$ cat config.mk
export PLATFORM = sky130hd
export DESIGN_NAME = imem_boot_loader_flat
export DESIGN_NICKNAME = d
export VERILOG_FILES = /design/src/rtl/imem_boot_loader_if.sv /design/src/rtl/imem_boot_loader.sv /design/src/flat_wrapper.sv
export SDC_FILE = /design/constraint.sdc
export NUM_CORES = 1
export LEC_CHECK = 0
export ABC_AREA = 1
export BUFFER_PORTS_ARGS = -buffer_cell sky130_fd_sc_hd__buf_2
export CAP_MARGIN = 20
export CORE_MARGIN = 1.5
export CORE_UTILIZATION = 47
export DETAILED_ROUTE_END_ITERATION = 16
export PLACE_DENSITY_LB_ADDON = 0.12
export SLEW_MARGIN = 20
export SYNTH_ARGS = -nofsm -noshare
export SYNTH_HDL_FRONTEND = slang
export SYNTH_SLANG_ARGS = --single-unit
$ cat constraint.sdc
create_clock -name clk -period 3.85 [get_ports clk]
set_input_delay 0.1925 -clock clk [delete_from_list [all_inputs] [get_ports clk]]
set_output_delay 0.1925 -clock clk [all_outputs]
set_load 0.02 [all_outputs]
$ cat src/rtl/imem_boot_loader_if.sv
// Byte-stream input and imem write port of the boot loader.
// The loader uses the slave modport; the stream source uses master.
interface imem_boot_loader_if #(
    parameter int unsigned ADDR_WIDTH = 8
);
    logic [7:0]            in_data;
    logic                  in_valid;
    logic                  in_ready;
    logic                  imem_we;
    logic [ADDR_WIDTH-1:0] imem_addr;
    logic [31:0]           imem_wdata;

    modport master (
        output in_data, in_valid,
        input  in_ready, imem_we, imem_addr, imem_wdata
    );

    modport slave (
        input  in_data, in_valid,
        output in_ready, imem_we, imem_addr, imem_wdata
    );
endinterface

$ cat src/rtl/imem_boot_loader.sv
// Loads a length-prefixed little-endian program image into imem, then releases the CPU reset.
// Optional trailing XOR checksum byte and csum_err output when BOOT_CHECKSUM_EN is defined.
module imem_boot_loader #(
    parameter int unsigned ADDR_WIDTH = 8
) (
    input  logic                     clk,
    input  logic                     rst,
    imem_boot_loader_if.slave        bus,
    input  logic                     restart,
    output logic                     cpu_rst_n,
    output logic                     done,
    output logic                     overflow,
    output logic [15:0]              words_loaded
`ifdef BOOT_CHECKSUM_EN
    ,
    output logic                     csum_err
`endif
);

    localparam int unsigned Depth = 2 ** ADDR_WIDTH;

`ifdef BOOT_CHECKSUM_EN
    typedef enum logic [2:0] {StLen0, StLen1, StData, StCheck, StDone} state_t;
    localparam state_t StEnd = StCheck;
`else
    typedef enum logic [2:0] {StLen0, StLen1, StData, StDone} state_t;
    localparam state_t StEnd = StDone;
`endif

    state_t                state_q, state_d;
    logic [15:0]           n_q, n_d;
    logic [1:0]            idx_q, idx_d;
    logic [23:0]           lane_q, lane_d;
    logic                  we_q, we_d;
    logic [ADDR_WIDTH-1:0] addr_q, addr_d;
    logic [31:0]           wdata_q, wdata_d;
    logic                  ready_q, ready_d;
    logic                  done_q, done_d;
    logic                  cpu_rst_n_q, cpu_rst_n_d;
    logic                  ovf_q, ovf_d;
    logic [15:0]           wl_q, wl_d;
    logic [7:0]            xor_q, xor_d;
    logic                  cerr_q, cerr_d;
    logic                  fire;

    assign fire = bus.in_valid && ready_q;

    always_comb begin
        state_d = state_q;
        n_d     = n_q;
        idx_d   = idx_q;
        lane_d  = lane_q;
        we_d    = 1'b0;
        addr_d  = addr_q;
        wdata_d = wdata_q;
        ovf_d   = ovf_q;
        wl_d    = wl_q;
        xor_d   = xor_q;
        cerr_d  = cerr_q;

        unique case (state_q)
            StLen0: begin
                if (fire) begin
                    n_d[7:0] = bus.in_data;
                    state_d  = StLen1;
                end
            end
            StLen1: begin
                if (fire) begin
                    n_d[15:8] = bus.in_data;
                    idx_d     = 2'd0;
                    state_d   = ({bus.in_data, n_q[7:0]} == 16'd0) ? StEnd : StData;
                end
            end
            StData: begin
                if (fire) begin
                    xor_d = xor_q ^ bus.in_data;
                    idx_d = idx_q + 2'd1;
                    // Bytes arrive LSB first, so shift each new byte in from the top.
                    lane_d = {bus.in_data, lane_q[23:8]};
                    if (idx_q == 2'd3) begin
                        wl_d = wl_q + 16'd1;
                        if (32'(wl_q) < Depth) begin
                            we_d    = 1'b1;
                            addr_d  = ADDR_WIDTH'(wl_q);
                            wdata_d = {bus.in_data, lane_q};
                        end else begin
                            ovf_d = 1'b1;
                        end
                        if (wl_q + 16'd1 == n_q) begin
                            state_d = StEnd;
                        end
                    end
                end
            end
`ifdef BOOT_CHECKSUM_EN
            StCheck: begin
                if (fire) begin
                    cerr_d  = (bus.in_data != xor_q);
                    state_d = StDone;
                end
            end
`endif
            StDone: begin
                if (restart) begin
                    state_d = StLen0;
                    ovf_d   = 1'b0;
                    wl_d    = 16'd0;
                    xor_d   = 8'd0;
                    cerr_d  = 1'b0;
                    idx_d   = 2'd0;
                end
            end
            default: state_d = StLen0;
        endcase

        ready_d = (state_d != StDone);
        // done/cpu_rst_n follow state one cycle late so they never overlap the last write.
        done_d  = (state_q == StDone) && !restart;
`ifdef BOOT_CHECKSUM_EN
        cpu_rst_n_d = done_d && !cerr_q;
`else
        cpu_rst_n_d = done_d;
`endif
    end

    always_ff @(posedge clk or posedge rst) begin
        if (rst) begin
            state_q     <= StLen0;
            n_q         <= '0;
            idx_q       <= '0;
            lane_q      <= '0;
            we_q        <= 1'b0;
            addr_q      <= '0;
            wdata_q     <= '0;
            ready_q     <= 1'b0;
            done_q      <= 1'b0;
            cpu_rst_n_q <= 1'b0;
            ovf_q       <= 1'b0;
            wl_q        <= '0;
            xor_q       <= '0;
            cerr_q      <= 1'b0;
        end else begin
            state_q     <= state_d;
            n_q         <= n_d;
            idx_q       <= idx_d;
            lane_q      <= lane_d;
            we_q        <= we_d;
            addr_q      <= addr_d;
            wdata_q     <= wdata_d;
            ready_q     <= ready_d;
            done_q      <= done_d;
            cpu_rst_n_q <= cpu_rst_n_d;
            ovf_q       <= ovf_d;
            wl_q        <= wl_d;
            xor_q       <= xor_d;
            cerr_q      <= cerr_d;
        end
    end

    assign bus.in_ready   = ready_q;
    assign bus.imem_we    = we_q;
    assign bus.imem_addr  = addr_q;
    assign bus.imem_wdata = wdata_q;
    assign cpu_rst_n      = cpu_rst_n_q;
    assign done           = done_q;
    assign overflow       = ovf_q;
    assign words_loaded   = wl_q;
`ifdef BOOT_CHECKSUM_EN
    assign csum_err       = cerr_q;
`endif

endmodule

$ cat src/flat_wrapper.sv
// flat-port wrapper written by rule: the top's interface ports become plain ports
module imem_boot_loader_flat 
#(
    parameter int unsigned ADDR_WIDTH = 8
)
  (clk, rst, restart, cpu_rst_n, done, overflow, words_loaded, bus_in_data, bus_in_valid, bus_in_ready, bus_imem_we, bus_imem_addr, bus_imem_wdata);
  imem_boot_loader_if #(.ADDR_WIDTH(ADDR_WIDTH)) bus_i ();
  input  logic clk;
  input  logic rst;
  input  logic restart;
  output logic cpu_rst_n;
  output logic done;
  output logic overflow;
  output logic [15:0] words_loaded;
  input wire logic [$bits(bus_i.in_data)-1:0] bus_in_data;
  input wire logic [$bits(bus_i.in_valid)-1:0] bus_in_valid;
  output wire logic [$bits(bus_i.in_ready)-1:0] bus_in_ready;
  output wire logic [$bits(bus_i.imem_we)-1:0] bus_imem_we;
  output wire logic [$bits(bus_i.imem_addr)-1:0] bus_imem_addr;
  output wire logic [$bits(bus_i.imem_wdata)-1:0] bus_imem_wdata;
  assign bus_i.in_data = bus_in_data;
  assign bus_i.in_valid = bus_in_valid;
  assign bus_in_ready = bus_i.in_ready;
  assign bus_imem_we = bus_i.imem_we;
  assign bus_imem_addr = bus_i.imem_addr;
  assign bus_imem_wdata = bus_i.imem_wdata;
  imem_boot_loader #(.ADDR_WIDTH(ADDR_WIDTH)) u_core (.clk(clk), .rst(rst), .bus(bus_i), .restart(restart), .cpu_rst_n(cpu_rst_n), .done(done), .overflow(overflow), .words_loaded(words_loaded));
endmodule
==> results of run 1 <==
## worst reg2reg max path, cell delays in order (launching register included)
cell and delay, ns:
dfrtp_1 0.44, inv_1 0.14, nand4_1 0.12, nor2_1 0.18, nand2_2 0.12, nor2_8 0.20, inv_2 0.41, nand2_1 0.23
o21ai_0 0.10
## worst paths after layout
kind	cells after the start	endpoint	slack [ns]
worst min-delay path	2	u_core.bus.imem_wdata[2]	0.02
max in group asynchronous	3	u_core.words_loaded[4]	2.85
min in group clk	3	u_core.n_q[8]	0.11
worst max-delay path	8	u_core.bus.imem_wdata[26]	1.75
worst min register to register	2	u_core.bus.imem_wdata[5]	0.48
worst max register to register	8	u_core.bus.imem_wdata[26]	1.75
## cell usage after synthesis (all sizes together) (3+ instances only)
| master | number | area share |
|---|---|---|
| nand2 | 187 | 0.15 |
| dfrtp | 105 | 0.55 |
| o21ai | 87 | 0.092 |
| inv | 69 | 0.055 |
| nand3 | 38 | 0.042 |
| nor2 | 28 | 0.034 |
| nand4 | 12 | 0.016 |
| clkbuf | 10 | 0.0079 |
| buf | 7 | 0.0077 |
| o22ai | 6 | 0.0079 |
| a21oi | 3 | 0.0032 |
| nand3b | 3 | 0.0048 |
| nor4 | 3 | 0.0040 |
## report_power, final
part	leakage [nW]	internal [W]	switching, W
clock	0.108	0.000314	0.000417
combinational	1.35	0.000315	0.000658
sequential	1.38	0.00132	0.000232
total	2.84	0.00195	0.00131
## through the flow
stage               instances  total power [W]  area, µm²
floorplan                 569          0.00222       4740
global placement          760          0.00251       5210
detailed placement        760          0.00253       5210
CTS                       777          0.00326       5440
global route              777          0.00348       5440
finish                    777          0.00326       5440
## state kept, by name (all words and copies together) (netlist names)
register,flops
u_core.bus.imem_addr,8
u_core.bus.imem_wdata,32
u_core.bus.imem_we,1
u_core.bus.in_ready,1
u_core.done,1
u_core.idx_q,2
u_core.lane_q,24
u_core.n_q,16
u_core.overflow,1
u_core.state_q,3
u_core.words_loaded,16
## layout by cell type, fill, tap and decap left out
cell / netlist / final
inv_1: 67 / 66
o21a_1: 2 / 2
clkbuf_8: 0 / 9
inv_4: 0 / 1
nor4_1: 3 / 3
mux2_2: 1 / 1
nor2_4: 5 / 5
nor3b_2: 1 / 1
conb_1: 1 / 1
o21ai_0: 77 / 77
dfrtp_1: 105 / 105
o22ai_1: 6 / 6
nor2_8: 1 / 1
nand3_1: 36 / 36
a41oi_1: 1 / 1
clkinv_8: 0 / 1
buf_4: 1 / 3
buf_2: 5 / 72
inv_6: 0 / 1
nor3_1: 2 / 2
clkinv_2: 0 / 1
clkinv_4: 0 / 2
nor2_2: 1 / 1
bufinv_16: 0 / 1
inv_2: 2 / 2
dlygate4sd3_1: 0 / 1
nand2_2: 5 / 5
nand2_1: 182 / 182
o21ai_1: 10 / 10
nand3b_1: 3 / 3
nand4_1: 12 / 12
xor2_1: 1 / 1
inv_8: 0 / 1
nand3_2: 2 / 2
ha_1: 2 / 2
nor2_1: 21 / 21
a21oi_1: 3 / 3
## layout make-up
type / instances / area (µm²) / share of cell area
timing repair buffer: 76 / 393 / 0.0723
inverter: 69 / 262 / 0.0481
tap: 133 / 166 / 0.0306
multi-input combinational: 378 / 1780 / 0.327
clock inverter: 7 / 88.8 / 0.0163
clock buffer: 9 / 124 / 0.0228
sequential: 105 / 2630 / 0.483
## cells by family after synthesis
family,after synthesis,synth area share
buf+inv,86,0.0703
flops,105,0.555
simple gates,274,0.257
mux,1,0.00238
compound gates,99,0.108
fa+ha+maj,2,0.00528
xor+xnor,1,0.00185
other cells,1,0.000792
## metal layers
| metal | GRT usage | up-vias | wire, µm |
|---|---|---|---|
| li1 | - | 1974 | - |
| met1 | 0.333 | 1901 | 5320 |
| met2 | 0.329 | 146 | 4910 |
| met3 | 0.0343 | 20 | 698 |
| met4 | 0.0821 | 0 | 194 |
| met5 | 0 | - | 0 |
## repair_timing
item,CTS,global route
hold endpoints to repair,1,0
hold buffers,1,0
resized for setup,0,0
setup buffers,0,0
==> flow_metrics.py, run 1 <==
metrics = {
    "outcome": {
        "status": "finished clean",
    },
    "logic_synthesis": {
        "synthesis.instances": 569,
        "synth_edf_count": 0,
        "ys_dominant_reg_cell": "dfrtp_1",
        "netlist_area_um2": 4740,
        "synth.ff_latch_count": 105,
        "seq_area_frac_synth": 0.555,
        "ys_types": 30,
        "synth-warning-count": 0,
        "synth_nets": 583,
        "postSynth.asyncResetShare": 1.00,
        "syn-mean-instance-area_um2": 8.32,
    },
    "route": {
        "route.antenna.remaining_nets": 0,
        "firstDrtPassIters": 7,
        "routed_wl_mm": 11.1,
        "drt_iter0_markers": 296,
        "average_wire_length_per_cell_after_detail_routing_um": 14.3,
        "via_count": 4041,
        "post-route-drc-count": 0,
        "avgViaCountPerCell": 5.20,
    },
    "grt": {
        "via_count_of_the_first_global_routing_pass": 3606,
        "global_route_wire_length_before_repair_mm": 18.0,
        "gr-usage-all-layers": 0.223,
        "antenna_found_initial": 0,
        "pin_count_of_the_biggest_net_entering_global_routing": 77,
        "gr-total-overflow": 0,
    },
    "sta": {
        "maxClockFrequency_mhz": 477,
        "hold-worst-slack_ns": 0.0198,
        "hold_violations": 0,
        "worst_slack_ns": 1.75,
        "rsz0062_at_grt": "false",
        "totalNegativeSetupSlack_ns": 0,
        "report.final.slew_viol_count": 0,
        "worst_slew_pin_tran_ns": 1.01,
        "report.final.setup_viol": 0,
        "slew_headroom": 0.326,
        "period_needed_ns": 2.10,
        "final.period_utilization": 0.545,
        "finalClockSkew_ns": 0.0101,
    },
    "floorplanning": {
        "floorplan.core_area_um2": 9770,
        "fp.dieH_um": 103,
        "rows": 36,
        "design.die.area_um2": 10700,
        "design.portCount": 73,
        "initial_utilization": 0.485,
        "die_x_um": 103,
    },
    "power": {
        "p_leak_nw": 2.84,
        "power.density_nw_per_um2": 600,
        "vdd_drop_max_mv": 0.227,
    },
    "cts": {
        "numClockSinks": 105,
        "clk_pin_slew_ns": 0.11,
        "clock_latency_ns": 0.38,
        "root_buffer": "clkbuf_8",
        "clock_tree_from_tritoncts": "built",
        "cts_max_path_bufs": 2,
        "h-tree-depth": 3,
        "cts_buffers": 9,
    },
    "critical_path": {
        "cp_top_family": "simple AND/OR/NAND/NOR gates",
        "cp.arrival_ns": 2.32,
        "worst_setup_path_startpoint": "u_core.words_loaded[14]",
        "buffers_plus_inverters_on_the_worst_setup_path": 2,
        "timing.critical_path.cells": "inv_1 -> nand4_1 -> nor2_1 -> nand2_2 -> nor2_8 -> inv_2 -> nand2_1 -> o21ai_0",
        "timing.setup.critical_path_class": "flop to flop",
        "cpPeakStageDelay_ns": 0.44,
        "startpoint_type": "flop",
        "path_max_fanout": 72,
        "timing.critical_path.required_ns": 4.07,
        "endpoint_kind": "flop",
        "reg2reg_from": "u_core.words_loaded[14]",
        "critical-path-slowest-cell": "dfrtp_1",
    },
    "finish": {
        "finish.utilization": 0.556,
        "layout_stage_area_growth_over_the_synthesis_result_pct": 14.8,
        "drive_gt1_frac": 0.171,
        "filler_cells": 954,
        "final_net_count": 653,
        "antenna-diode-count": 0,
    },
    "run": {
        "max_cap_violations": 0,
    },
    "placed_design": {
        "dp_worst_setup_slack_ns": 1.81,
        "dp_hpwl_mm": 7.91,
        "port_buffers": 72,
        "gp_congestion": 0.849,
    },
    "hold_path": {
        "hp-class": "input port to asynchronous set/reset pin",
    },
}
No activity file was read; power rests on OpenSTA's default activity.
==> run 2: changes to the inputs <==
--- a/config.mk
+++ b/config.mk
@@ -5,7 +5,7 @@
 export SDC_FILE = /design/constraint.sdc
 export NUM_CORES = 1
 export LEC_CHECK = 0
-export ABC_AREA = 1
+export ABC_AREA = 0
 export BUFFER_PORTS_ARGS = -buffer_cell sky130_fd_sc_hd__buf_2
 export CAP_MARGIN = 20
 export CORE_MARGIN = 1.5
==> constraint.sdc (replaced) <==
create_clock -name clk -period 2.2 [get_ports clk]
set_input_delay 0.11 -clock clk [delete_from_list [all_inputs] [get_ports clk]]
set_output_delay 0.11 -clock clk [all_outputs]
set_load 0.02 [all_outputs]
==> run 2 against run 1 <==
Against the previous run: worst setup slack worse by 1.6 ns; synthesized cell count is 14% lower; register-to-register slack lost 1.6 ns; final cell count decreased by 7.3%; global-route usage up 0.42 points; die area rose by 4.1%; clock power grew 63%; sequential power is 59% higher; critical endpoint is now u_core.bus.in_ready; largest cell class unchanged.
==> flow_metrics.py, run 2 <==
metrics = {
    "outcome": {
        "status": "finished clean",
    },
    "grt": {
        "pin_count_of_the_biggest_net_entering_global_routing": 106,
        "global_route_wire_length_before_repair_mm": 19.6,
        "gr-total-overflow": 0,
        "gr-usage-all-layers": 0.227,
        "antenna_found_initial": 0,
        "via_count_of_the_first_global_routing_pass": 3714,
    },
    "sta": {
        "maxClockFrequency_mhz": 483,
        "final.period_utilization": 0.941,
        "rsz0062_at_grt": "false",
        "worst_slack_ns": 0.130,
        "finalClockSkew_ns": 0.0162,
        "period_needed_ns": 2.07,
        "totalNegativeSetupSlack_ns": 0,
        "worst_slew_pin_tran_ns": 0.565,
        "report.final.setup_viol": 0,
        "slew_headroom": 0.623,
        "hold_violations": 0,
        "report.final.slew_viol_count": 0,
    },
    "finish": {
        "layout_stage_area_growth_over_the_synthesis_result_pct": 19.1,
        "commonest_non_fill_non_tap_cells_in_the_layout": "151 x nand2_1, 104 x dfrtp_1, 72 x buf_2",
        "largest_reg_flops": 32,
        "final_net_count": 593,
        "drive_gt1_frac": 0.305,
        "layout.cells.most_common": "nand2_1",
        "filler_cells": 923,
        "finish.utilization": 0.574,
        "antenna-diode-count": 0,
    },
    "power": {
        "p_leak_nw": 2.96,
        "power.density_nw_per_um2": 738,
        "vdd_drop_max_mv": 0.428,
    },
    "placed_design": {
        "gp_congestion": 0.976,
        "dp_worst_setup_slack_ns": 0.182,
        "dp_hpwl_mm": 8.30,
        "port_buffers": 72,
    },
    "logic_synthesis": {
        "synth-warning-count": 0,
        "synth_nets": 504,
        "leading_cell_types_by_total_area_after_synthesis": "dfrtp_1 53%, nand2_1 11%, mux2_2 9.1%, o21ai_0 2.6%, xnor2_1 2.1%",
        "netlist_area_um2": 4930,
        "commonest_cells_in_the_netlist": "151 x nand2_1, 105 x dfrtp_1, 40 x mux2_2",
        "synthMostInstantiatedCell": "nand2_1",
        "synth.ff_latch_count": 105,
        "synthesis.instances": 490,
        "syn-mean-instance-area_um2": 10.1,
        "seq_area_frac_synth": 0.533,
        "synthDominantCellAreaShare": 0.533,
        "ys_types": 52,
        "synthDominantAreaCellType": "dfrtp_1",
        "ys_dominant_reg_cell": "dfrtp_1",
        "postSynth.asyncResetShare": 1.00,
        "synth_edf_count": 0,
    },
    "cts": {
        "cts_max_path_bufs": 2,
        "clk_pin_slew_ns": 0.11,
        "clock_tree_from_tritoncts": "built",
        "numClockSinks": 105,
        "root_buffer": "clkbuf_8",
        "clock_latency_ns": 0.37,
        "h-tree-depth": 3,
        "cts_buffers": 9,
    },
    "critical_path": {
        "setup.reg_to_reg.worst_slack_ns": 0.13,
        "timing.critical_path.required_ns": 2.46,
        "cp_top_family": "simple AND/OR/NAND/NOR gates",
        "timing.critical_path.cells": "buf_4 -> and4_2 -> nand4_1 -> xnor2_1 -> nor4_4 -> nand4_1 -> o22a_1",
        "startpoint_type": "flop",
        "buffers_plus_inverters_on_the_worst_setup_path": 1,
        "cp.arrival_ns": 2.33,
        "endpoint_kind": "flop",
        "critical-path-slowest-cell": "dfrtp_1",
        "path_common_cell": "nand4_1",
        "path_max_fanout": 9,
        "timing.setup.critical_path_class": "flop to flop",
        "cpPeakStageDelay_ns": 0.37,
    },
    "floorplanning": {
        "rows": 37,
        "design.die.area_um2": 11100,
        "die_x_um": 105,
        "floorplan.core_area_um2": 10200,
        "design.portCount": 73,
        "initial_utilization": 0.482,
        "fp.dieH_um": 105,
    },
    "route": {
        "avgViaCountPerCell": 5.29,
        "routed_wl_mm": 11.7,
        "firstDrtPassIters": 4,
        "average_wire_length_per_cell_after_detail_routing_um": 16.3,
        "via_count": 3812,
        "post-route-drc-count": 0,
        "route.antenna.remaining_nets": 0,
        "drt_iter0_markers": 213,
    },
    "hold_path": {
        "hp-class": "input port to flop",
    },
    "run": {
        "max_cap_violations": 0,
    },
}
## run 2: changes by cell type after synthesis, moves of 6 or more
cell,before,now
nor2_1,21,13
xor2_1,1,8
o21ai_1,10,1
nand2_1,182,151
o21ai_0,77,26
inv_1,67,6
mux2_2,1,40
xnor2_1,0,12
o22ai_1,6,0
nand3_1,36,11
## run 2: area by class of cell
class / instances / area [µm²] / area share
inverters: 6 / 26.3 / 0.00447
repair buffers: 108 / 688 / 0.117
flip-flops and latches: 105 / 2630 / 0.447
clock inverters: 5 / 46.3 / 0.00788
clock buffers: 11 / 151 / 0.0258
well taps: 136 / 170 / 0.0290
multi-input cells: 349 / 2160 / 0.368
## run 2: where the power goes
part | switching, W | internal [W] | total [W]
clock | 0.000697 | 0.000492 | 0.00119
combinational | 0.000312 | 0.000362 | 0.000673
sequential | 0.000265 | 0.00221 | 0.00247
total | 0.00127 | 0.00306 | 0.00434
## run 2: logic make-up after synthesis
kind of cell | synth area share
simple gates | 0.229
flops | 0.533
compound gates | 0.0710
mux | 0.0913
buf+inv | 0.0345
xor+xnor | 0.0355
fa+ha+maj | 0.00507
other cells | 0.000760
## run 2: tightest hold or removal path, stage by stage
cell and delay, ns:
buf_2 0.15, nand2_1 0.07, nand2_1 0.04
## run 2: path summary, 6_finish.rpt
check | startpoint | end | cells after the start
worst max-delay path | u_core.words_loaded[0] | u_core.bus.in_ready | 7
worst min-delay path | bus_in_data[1] | u_core.bus.imem_wdata[25] | 3
worst max register to register | u_core.words_loaded[0] | u_core.bus.in_ready | 7
worst min register to register | u_core.bus.imem_wdata[10] | u_core.bus.imem_wdata[10] | 2
max in group asynchronous | rst | u_core.words_loaded[10] | 4
min in group asynchronous | rst | u_core.words_loaded[6] | 4
## run 2: per-layer routing
metal	GRT usage	routed length (µm)
met5	0	0
met4	0.0685	136
met3	0.0402	575
met2	0.351	5480
met1	0.328	5530
## run 2: timing repair
action,4_1_cts,5_1_grt
resized for setup,0,2
setup buffers,0,0
hold endpoints to repair,107,0
setup endpoints to repair,0,1
hold buffers,3,0
## run 2: metrics by stage
step | hold slack, ns | power, W | area, µm² | std cells
after global placement | 0.308 | 0.00315 | 5630 | 701
final | 0.0254 | 0.00434 | 5880 | 720
after global routing | 0.0244 | 0.00458 | 5880 | 720
after detailed placement | 0.323 | 0.00318 | 5630 | 701
after floorplan | 0.223 | 0.00294 | 4940 | 490
after CTS | 0.00284 | 0.00438 | 5860 | 720
==> run 3: changes to the inputs <==
--- a/config.mk
+++ b/config.mk
@@ -8,7 +8,6 @@
 export ABC_AREA = 0
 export BUFFER_PORTS_ARGS = -buffer_cell sky130_fd_sc_hd__buf_2
 export CAP_MARGIN = 20
-export CORE_MARGIN = 1.5
 export CORE_UTILIZATION = 47
 export DETAILED_ROUTE_END_ITERATION = 16
 export PLACE_DENSITY_LB_ADDON = 0.12
==> run 3 against run 2 <==
Against the previous run: fmax is 1.7% higher; sequential power hardly changed; combinational power is 0.9% lower; non-clock buffer count is 5 higher; critical path depth stayed put; power is 1.6% higher; die area is 1.9% lower; register-to-register slack better by 0.04 ns; clock-buffer cell count is 1 lower; critical path type unchanged.
==> flow_metrics.py, run 3 (same netlist as run 2, synthesis figures left out) <==
metrics = {
    "sta": {
        "maxClockFrequency_mhz": 492,
        "worst_slew_pin_tran_ns": 0.530,
        "rsz0062_at_grt": "false",
        "hold_violations": 0,
        "report.final.setup_viol": 0,
        "final.period_utilization": 0.925,
        "slew_headroom": 0.643,
        "report.final.slew_viol_count": 0,
        "totalNegativeSetupSlack_ns": 0,
        "period_needed_ns": 2.03,
        "finalClockSkew_ns": 0.0168,
        "hold-worst-slack_ns": 0.00894,
    },
    "power": {
        "p_leak_nw": 2.98,
        "power.density_nw_per_um2": 747,
        "power.total_w": 0.00440,
        "vdd_drop_max_mv": 0.377,
    },
    "critical_path": {
        "endpoint_kind": "flop",
        "cpPeakStageDelay_ns": 0.42,
        "timing.setup.critical_path_class": "flop to flop",
        "timing.critical_path.required_ns": 2.45,
        "timing.critical_path.cells": "ha_1 -> nand3_2 -> nor4_2 -> xor2_1 -> o21ai_0 -> nand4_1 -> o22a_1",
        "reg2reg_from": "u_core.words_loaded[0]",
        "critical-path-slowest-cell": "nor4_2",
        "path_max_fanout": 6,
        "setup.reg_to_reg.worst_slack_ns": 0.17,
        "worst_r2r_endpoint": "u_core.bus.in_ready",
        "cp.arrival_ns": 2.29,
        "worst_r2r_path_depth": 7,
        "startpoint_type": "flop",
    },
    "placed_design": {
        "port_buffers": 72,
        "dp_cells": 706,
        "gp_congestion": 0.901,
        "dp_hpwl_mm": 8.51,
    },
    "finish": {
        "commonest_non_fill_non_tap_cells_in_the_layout": "151 x nand2_1, 104 x dfrtp_1, 72 x buf_2",
        "largest_reg_flops": 32,
        "instances_no_fill": 725,
        "antenna-diode-count": 0,
        "filler_cells": 952,
        "layout_stage_area_growth_over_the_synthesis_result_pct": 19.6,
        "finish.utilization": 0.576,
        "layout.cells.most_common": "nand2_1",
        "sequential_cell_area_um2": 2630,
        "drive_gt1_frac": 0.309,
        "final_net_count": 598,
        "area_of_combinational_cells_with_multiple_inputs_um2": 2150,
    },
    "route": {
        "firstDrtPassIters": 4,
        "via_count": 3859,
        "avgViaCountPerCell": 5.32,
        "average_wire_length_per_cell_after_detail_routing_um": 16.1,
        "routed_wl_mm": 11.7,
        "route.antenna.remaining_nets": 0,
        "drt_iter0_markers": 238,
        "post-route-drc-count": 0,
    },
    "cts": {
        "clock_latency_ns": 0.37,
        "post_cts_resized": 0,
        "root_buffer": "clkbuf_8",
        "clk_pin_slew_ns": 0.11,
        "numClockSinks": 105,
        "cts_max_path_bufs": 2,
        "clock_tree_from_tritoncts": "built",
        "h-tree-depth": 3,
        "cts_buffers": 9,
    },
    "hold_path": {
        "hp-start": "bus_in_data[5]",
        "whs_endpoint": "u_core.bus.imem_wdata[29]",
        "holdPathStages": 3,
        "hp-class": "input port to flop",
    },
    "floorplanning": {
        "floorplan.core_area_um2": 10200,
        "initial_utilization": 0.482,
        "die_x_um": 104,
        "fp.dieH_um": 104,
        "design.portCount": 73,
        "rows": 37,
        "design.die.area_um2": 10900,
    },
    "grt": {
        "gr-usage-all-layers": 0.227,
        "pin_count_of_the_biggest_net_entering_global_routing": 71,
        "gr-total-overflow": 0,
        "global_route_wire_length_before_repair_mm": 19.3,
        "antenna_found_initial": 0,
        "via_count_of_the_first_global_routing_pass": 3717,
    },
    "run": {
        "max_cap_violations": 0,
    },
    "outcome": {
        "status": "finished clean",
    },
}
[run 3: metrics by stage]
step                worst slack [ns]  area (µm²)
floorplan                     0.0969        4940
global placement               0.170        5660
detailed placement             0.168        5660
CTS                            0.128        5890
global route                 0.00383        5900
finish                         0.166        5900
[run 3: critical path: cells and delay by family (launching register included)]
kind	cells	cell delay [ns]
AOI/OAI and AO/OA	2	0.48
and+or+nand+nor	3	0.74
DFF	1	0.37
xor gates and xnor gates	1	0.12
adders and majority gates	1	0.21
[run 3: timing repair]
action | 4_1_cts | 5_1_grt
hold endpoints to repair | 21 | 0
hold buffers | 2 | 0
endpoints found under the setup margin | 0 | 1
setup buffers | 0 | 1
[run 3: metal layers]
metal  GRT usage  share of wire
met3      0.0395          0.042
met1       0.329           0.48
met5           0              0
met2       0.354           0.46
met4      0.0571          0.015
[run 3: final cells by class]
| class | instances | share of cell area |
|---|---|---|
| Inverter | 6 | 0.00445 |
| Clock inverter | 6 | 0.0144 |
| Tap cell | 136 | 0.0289 |
| Clock buffer | 10 | 0.0216 |
| Sequential cell | 105 | 0.446 |
| Timing Repair Buffer | 113 | 0.120 |
| Multi-Input combinational cell | 349 | 0.364 |
[run 3: where the power goes]
part | internal [W] | total (W) | switching, W
Combinational | 0.000357 | 0.000667 | 0.000310
Clock | 0.000557 | 0.00127 | 0.000712
Sequential | 0.00221 | 0.00247 | 0.000258
[run 3: how the worst max path moves through the flow]
stage,endpoint,from,cells after the start
finish,u_core.bus.in_ready,u_core.words_loaded[0],7
global route,u_core.bus.in_ready,u_core.words_loaded[0],8
CTS,u_core.bus.in_ready,u_core.words_loaded[0],7
detailed placement,u_core.bus.in_ready,u_core.words_loaded[0],7
global placement,u_core.bus.imem_addr[7],u_core.words_loaded[8],8
floorplan,u_core.bus.in_ready,u_core.words_loaded[1],8
